**src/rtl/mem_io_bridge_pkg.sv**
```systemverilog
// Shared command/state types and IO address map for the memory/IO bridge,
// the CPU control FSM and the benches.
package mem_io_bridge_pkg;

   localparam int MEM_AW = 9;
   localparam int MEM_DW = 16;

   localparam logic [MEM_AW-1:0] LED_ADDR = 9'h100;
   localparam logic [MEM_AW-1:0] SW_ADDR  = 9'h140;

   typedef enum logic [1:0] {
      MNONE    = 2'b00,
      MREAD    = 2'b01,
      MWRITE   = 2'b10,
      MILLEGAL = 2'b11
   } mem_cmd_t;

   typedef enum logic [1:0] {
      IDLE,
      RD_RAM,
      RESP
   } bridge_state_t;

endpackage

```
**src/rtl/mem_io_bridge_if.sv**
```systemverilog
// Core-side access bus: command/address/write data from the core,
// read data and completion pulse back from the bridge.
interface mem_io_bridge_if
   import mem_io_bridge_pkg::*;
#(
   parameter int AW = MEM_AW,
   parameter int DW = MEM_DW
);

   mem_cmd_t        mem_cmd;
   logic [AW-1:0]   mem_addr;
   logic [DW-1:0]   wdata;
   logic [DW-1:0]   rdata;
   logic            mem_ready;

   modport master (
      output mem_cmd, mem_addr, wdata,
      input  rdata, mem_ready
   );

   modport slave (
      input  mem_cmd, mem_addr, wdata,
      output rdata, mem_ready
   );

endinterface

```
**src/rtl/sync_nff.sv**
```systemverilog
// N-deep flop chain bringing an asynchronous bus into the clk domain.
module sync_nff #(
   parameter int N     = 2,
   parameter int WIDTH = 8
) (
   input  logic             clk,
   input  logic             reset,
   input  logic [WIDTH-1:0] d_i,
   output logic [WIDTH-1:0] q_o
);

   logic [N-1:0][WIDTH-1:0] chain_q;

   // NOTE: sequential state is always assigned with <= so every flop samples pre-edge values.
   always_ff @(posedge clk) begin
      if (!reset) begin
         chain_q <= '0;
      end else begin
         chain_q <= {chain_q[N-2:0], d_i};
      end
   end

   assign q_o = chain_q[N-1];

endmodule

```
**src/rtl/mem_io_bridge.sv**
```systemverilog
// Memory/IO stage behind the CPU core: decodes core accesses to RAM, LED
// register and switch port, and signals completion with a one-cycle mem_ready.
module mem_io_bridge #(
   parameter int                RAM_AW   = 8,
   parameter int                DW       = 16,
   parameter logic [RAM_AW:0]   LED_ADDR = mem_io_bridge_pkg::LED_ADDR,
   parameter logic [RAM_AW:0]   SW_ADDR  = mem_io_bridge_pkg::SW_ADDR,
   parameter int                SYNC_N   = 2
) (
   input  logic              clk,
   input  logic              reset,
   mem_io_bridge_if.slave    bus,
   output logic [RAM_AW-1:0] ram_addr,
   output logic [DW-1:0]     ram_wdata,
   output logic              ram_we,
   input  logic [DW-1:0]     ram_rdata,
   input  logic [7:0]        sw_in,
   output logic [7:0]        led_out,
   output logic              err
);

   import mem_io_bridge_pkg::*;

   bridge_state_t state_q, state_d;
   logic [DW-1:0] rdata_q, rdata_d;
   logic [7:0]    led_q, led_d;
   logic          err_q, err_d;
   logic [7:0]    sw_sync;
   logic          is_ram, is_led, is_sw;

   sync_nff #(
      .N     (SYNC_N),
      .WIDTH (8)
   ) u_sw_sync (
      .clk   (clk),
      .reset (reset),
      .d_i   (sw_in),
      .q_o   (sw_sync)
   );

   assign is_ram = ~bus.mem_addr[RAM_AW];
   assign is_led = (bus.mem_addr == LED_ADDR);
   assign is_sw  = (bus.mem_addr == SW_ADDR);

   // NOTE: every output of this block gets a default first, so no path can infer a latch.
   always_comb begin
      state_d = state_q;
      rdata_d = rdata_q;
      led_d   = led_q;
      err_d   = err_q;
      ram_we  = 1'b0;

      unique case (state_q)
         IDLE: begin
            unique case (bus.mem_cmd)
               MREAD: begin
                  if (is_ram) begin
                     state_d = RD_RAM;
                  end else begin
                     state_d = RESP;
                     if (is_sw) begin
                        rdata_d = {{(DW-8){1'b0}}, sw_sync};
                     end else if (is_led) begin
                        rdata_d = {{(DW-8){1'b0}}, led_q};
                     end else begin
                        rdata_d = '0;
                        err_d   = 1'b1;
                     end
                  end
               end
               MWRITE: begin
                  state_d = RESP;
                  // The strobe is gated by reset so a write never lands in a reset cycle.
                  if (is_ram) begin
                     ram_we = reset;
                  end else if (is_led) begin
                     led_d = bus.wdata[7:0];
                  end else begin
                     err_d = 1'b1;
                  end
               end
               MILLEGAL: err_d = 1'b1;
               default:  state_d = IDLE;
            endcase
         end
         RD_RAM: begin
            state_d = RESP;
            rdata_d = ram_rdata;
         end
         RESP:    state_d = IDLE;
         default: state_d = IDLE;
      endcase
   end

   always_ff @(posedge clk) begin
      if (!reset) begin
         state_q <= IDLE;
         rdata_q <= '0;
         led_q   <= '0;
         err_q   <= 1'b0;
      end else begin
         state_q <= state_d;
         rdata_q <= rdata_d;
         led_q   <= led_d;
         err_q   <= err_d;
      end
   end

   assign bus.rdata     = rdata_q;
   assign bus.mem_ready = (state_q == RESP);
   assign ram_addr      = bus.mem_addr[RAM_AW-1:0];
   assign ram_wdata     = bus.wdata;
   assign led_out       = led_q;
   assign err           = err_q;

endmodule

```
**src/flat_wrapper.sv**
```systemverilog
// flat-port wrapper written by rule: the top's interface ports become plain ports
module mem_io_bridge_flat import mem_io_bridge_pkg::*;
#(
   parameter int                RAM_AW   = 8,
   parameter int                DW       = 16,
   parameter logic [RAM_AW:0]   LED_ADDR = mem_io_bridge_pkg::LED_ADDR,
   parameter logic [RAM_AW:0]   SW_ADDR  = mem_io_bridge_pkg::SW_ADDR,
   parameter int                SYNC_N   = 2
)
  (clk, reset, ram_addr, ram_wdata, ram_we, ram_rdata, sw_in, led_out, err, bus_mem_cmd, bus_mem_addr, bus_wdata, bus_rdata, bus_mem_ready);
  mem_io_bridge_if #(.DW(DW)) bus_i ();
  input  logic clk;
  input  logic reset;
  output logic [RAM_AW-1:0] ram_addr;
  output logic [DW-1:0] ram_wdata;
  output logic ram_we;
  input  logic [DW-1:0] ram_rdata;
  input  logic [7:0] sw_in;
  output logic [7:0] led_out;
  output logic err;
  input wire logic [$bits(bus_i.mem_cmd)-1:0] bus_mem_cmd;
  input wire logic [$bits(bus_i.mem_addr)-1:0] bus_mem_addr;
  input wire logic [$bits(bus_i.wdata)-1:0] bus_wdata;
  output wire logic [$bits(bus_i.rdata)-1:0] bus_rdata;
  output wire logic [$bits(bus_i.mem_ready)-1:0] bus_mem_ready;
  assign bus_i.mem_cmd = bus_mem_cmd;
  assign bus_i.mem_addr = bus_mem_addr;
  assign bus_i.wdata = bus_wdata;
  assign bus_rdata = bus_i.rdata;
  assign bus_mem_ready = bus_i.mem_ready;
  mem_io_bridge #(.RAM_AW(RAM_AW), .DW(DW), .LED_ADDR(LED_ADDR), .SW_ADDR(SW_ADDR), .SYNC_N(SYNC_N)) u_core (.clk(clk), .reset(reset), .bus(bus_i), .ram_addr(ram_addr), .ram_wdata(ram_wdata), .ram_we(ram_we), .ram_rdata(ram_rdata), .sw_in(sw_in), .led_out(led_out), .err(err));
endmodule
```
**config.mk**
```make
export PLATFORM = sky130hd
export DESIGN_NAME = mem_io_bridge_flat
export DESIGN_NICKNAME = d
export VERILOG_FILES = /design/src/rtl/mem_io_bridge_pkg.sv /design/src/rtl/mem_io_bridge_if.sv /design/src/rtl/sync_nff.sv /design/src/rtl/mem_io_bridge.sv /design/src/flat_wrapper.sv
export SDC_FILE = /design/constraint.sdc
export NUM_CORES = 1
export LEC_CHECK = 0
export BUFFER_PORTS_ARGS = -buffer_cell sky130_fd_sc_hd__buf_2
export CAP_MARGIN = 30
export CORE_MARGIN = 5
export CORE_UTILIZATION = 46
export DETAILED_ROUTE_END_ITERATION = 10
export GPL_ROUTABILITY_DRIVEN = 1
export PLACE_DENSITY = 0.77
export SYNTH_ARGS = -nofsm -noshare
export SYNTH_HDL_FRONTEND = slang
export SYNTH_SLANG_ARGS = --single-unit
```
**constraint.sdc**
```tcl
create_clock -name clk -period 1.8 [get_ports clk]
set_input_delay 0.27 -clock clk [delete_from_list [all_inputs] [get_ports clk]]
set_output_delay 0.27 -clock clk [all_outputs]
set_load 0.03 [all_outputs]
```
==> results.tsv <==
stage	metric	value	unit
place	place.port_buffers	87	
logic_synthesis	synth_area	2110	µm²
power	peakVddDrop	474.6	µV
logic_synthesis	synth-edff-count	0	
logic_synthesis	ys_seq_area_frac	0.4081	
grt	grt_pass1_wl	7479	µm
route	vias	1745	
grt	track_usage	0.1493	
floorplan	die_area	6040	µm²
layout	design_area	2559	µm²
sta	worst_pin_slew	530.5	ps
sta	skew	6.495	ps
setup_path	slowest_delay	660	ps
place	gp_congestion	0.7793	
clock_network	clkTransAtPathRegs	80	ps
route	wirelength	4563	µm
place	place_area	2426	µm²
clock_network	cts_setup_buffers	0	
route	first_iter_violations	69	
layout	fin_nets	344	
clock_network	cts_made_buffers	5	
layout	final_cells	340	
place	pre_cts_ws	265.4	ps
setup_path	path_buf_inv	1	
route	post_drt_via_cell_ratio	5.132	
layout	layout-drive-gt1-share	0.4028	
floorplan	initial_core_util	0.4779	
clock_network	cts-root-buf	clkbuf_8	
logic_synthesis	avgSynthCellArea	9.376	µm²
grt	grt_pass1_vias	1620	
layout	syn2layout_area_growth	21.29	%
logic_synthesis	syn_nets	282	
setup_path	crit_start	u_core.state_q[1]$_SDFFE_PN0P_	
floorplan	chipHeight	77.72	µm
route	ant_nets	0	
setup_path	worstPathArrival	1410	ps
sta	maxSlewViolCount	0	
grt	grt_antenna_before_repair	0	
clock_network	postCtsHoldBufs	0	
place	dp_hpwl	3357	µm
setup_path	cp.required	1530	ps
floorplan	die_x	77.72	µm
setup_path	endpoint	ram_we	
outcome	status	completed	
logic_synthesis	synthArstFlopShare	0	
setup_path	cp.depth	3	
min_path	hp-class	in2reg	
clock_network	cts_sinks	43	
clock_network	clk-insertion-delay-late	290	ps
floorplan	rows	24	
setup_path	path_delay_family	flip-flops	
setup_path	worst_setup_path_end_kind	primary output	
setup_path	r2r_setup_slack	290	ps
power	power_density	830.2	nW/µm²
grt	grt_max_degree	37	
layout	antennaDiodeCount	0	
sta	fin_crit	1680	ps
logic_synthesis	yosys_warnings	0	
logic_synthesis	synth_ff_type	dfxtp_1	
sta	min_period_over_period	0.9331	
sta	max_slew_margin	0.6458	
sta	rsz0062_at_grt	false	
route	first_pass_iters	4	
grt	grt_remaining_overflow	0	
sta	holdWs	179.1	ps
setup_path	reg2reg_to	u_core.bus.rdata[15]$_SDFFE_PN0P_	
min_path	whs_path_depth	2	
setup_path	reg2reg_depth	4	
setup_path	crit_path_start_kind	flop	
sta	hold_viol	0	
clock_network	cts_tree	done	
logic_synthesis	syn_inst	225	
sta	setup_ws	120.4	ps
setup_path	reg2reg_from	u_core.state_q[0]$_SDFFE_PN0P_	
layout	fillerInstances	407	
floorplan	io_pins	104	
place	dp.cells	332	
clock_network	cts_buffer_depth	2	
setup_path	crit_type	reg2out	
floorplan	coreArea	4414	µm²
logic_synthesis	synth_seq_cells	43	
power	p_leak	1.198	nW
route	drc	0	
setup_path	crit_chain	nor2_1 -> and3_1 -> buf_2	
run	cap_violations	0	
sta	fmax	595.4	MHz
setup_path	cpMaxStageDelayCell	dfxtp_1	
route	wire_per_inst	13.42	µm
setup_path	crit_fanout	15	
clock_network	cts-resized-gates	0	
logic_synthesis	ys_types	35	
clock_network	cts-htree-levels	2	
sta	setup_viol	0	
layer usage:
metal  GRT usage  share of wire  up-vias
li1            -              -      892
met1      0.1940           0.44      787
met2      0.2337           0.46       60
met3     0.04977          0.084        6
met4     0.04639          0.011        0
met5           0              0        -
worst register-to-register path, delay by kind of cell (launching register included):
| family | cells | cell delay [ps] |
|---|---|---|
| compound gates | 1 | 170 |
| buf+inv | 1 | 260 |
| simple gates | 2 | 550 |
| flops | 1 | 450 |
logic make-up (layout without fill, tap and decap cells):
group                      count (synthesis)  count (layout)  share of synthesized area
adders and majority gates                  4               4                    0.02373
and+or+nand+nor                           72              72                     0.2195
muxes                                     16              16                    0.08067
buffers and inverters                     42             105                     0.1192
AOI/OAI and AO/OA                         48              48                     0.1489
DFF                                       43              43                     0.4081
metrics by stage:
stage	setup TNS (ps)	util	power, W
after floorplan	0	-	0.001218
after global placement	-20.53	0.5479	0.001261
after detailed placement	0	0.5496	0.001268
after CTS	0	0.5796	0.002144
after global routing	0	0.5796	0.002215
final	0	0.5796	0.002124
flip-flops by register name, summed over array words and instances, names as in the netlist:
register and cells:
u_core.u_sw_sync.q_o 8, u_core.err 1, u_core.bus.rdata 16, u_core.led_out 8, u_core.state_q 2, u_core.u_sw_sync.chain_q 8
cell usage after synthesis (2+ instances only):
cell type | instances | share of area
dfxtp_1 | 43 | 0.41
nand2_1 | 26 | 0.046
buf_4 | 24 | 0.085
and2_1 | 16 | 0.047
o211ai_1 | 15 | 0.053
a21oi_1 | 11 | 0.026
clkbuf_1 | 11 | 0.020
o21ai_0 | 9 | 0.021
a21boi_0 | 8 | 0.028
mux2_2 | 8 | 0.043
mux2i_1 | 8 | 0.038
nand4_1 | 7 | 0.021
nand4b_1 | 7 | 0.029
ha_1 | 4 | 0.024
buf_2 | 3 | 0.0071
nor2b_1 | 3 | 0.0089
buf_1 | 2 | 0.0036
inv_1 | 2 | 0.0036
nor2_1 | 2 | 0.0036
placed cells by master, fill, tap and decap left out, types with 8 or more instances in the layout:
cell | netlist | routed
mux2i_1 | 8 | 8
a21oi_1 | 11 | 11
a21boi_0 | 8 | 8
nand2_1 | 26 | 26
dfxtp_1 | 43 | 43
mux2_2 | 8 | 8
o211ai_1 | 15 | 15
o21ai_0 | 9 | 9
and2_1 | 16 | 16
buf_2 | 3 | 87
buf_4 | 24 | 8
report_power, final:
part           total (W)  switching (W)  internal [W]  leakage [nW]
logic           0.000258       0.000153      0.000105         0.782
registers       0.000986      0.0000116      0.000974         0.350
clock network   0.000880       0.000326      0.000555        0.0654
total            0.00212       0.000491       0.00163          1.20
how the worst min path moves through the flow:
stage / from / end / slack (ps)
after global placement: u_core.u_sw_sync.chain_q[3]$_SDFF_PN0_ / u_core.u_sw_sync.q_o[3]$_SDFF_PN0_ / 410
after global routing: sw_in[7] / u_core.u_sw_sync.chain_q[7]$_SDFF_PN0_ / 170
after detailed placement: u_core.u_sw_sync.chain_q[6]$_SDFF_PN0_ / u_core.u_sw_sync.q_o[6]$_SDFF_PN0_ / 420
after CTS: sw_in[1] / u_core.u_sw_sync.chain_q[1]$_SDFF_PN0_ / 170
after floorplan: sw_in[0] / u_core.u_sw_sync.chain_q[0]$_SDFF_PN0_ / 400
final: sw_in[2] / u_core.u_sw_sync.chain_q[2]$_SDFF_PN0_ / 180
layout make-up:
type,count,area [µm²],area share
well taps,52,65.06,0.02543
clock buffers,6,72.57,0.02836
multi-input cells,140,997.2,0.3897
clock inverters,2,60.06,0.02347
inverters,2,7.507,0.002934
flip-flops and latches,43,860.8,0.3364
repair buffers,95,495.5,0.1936
Power figures use the tool's default switching activity.
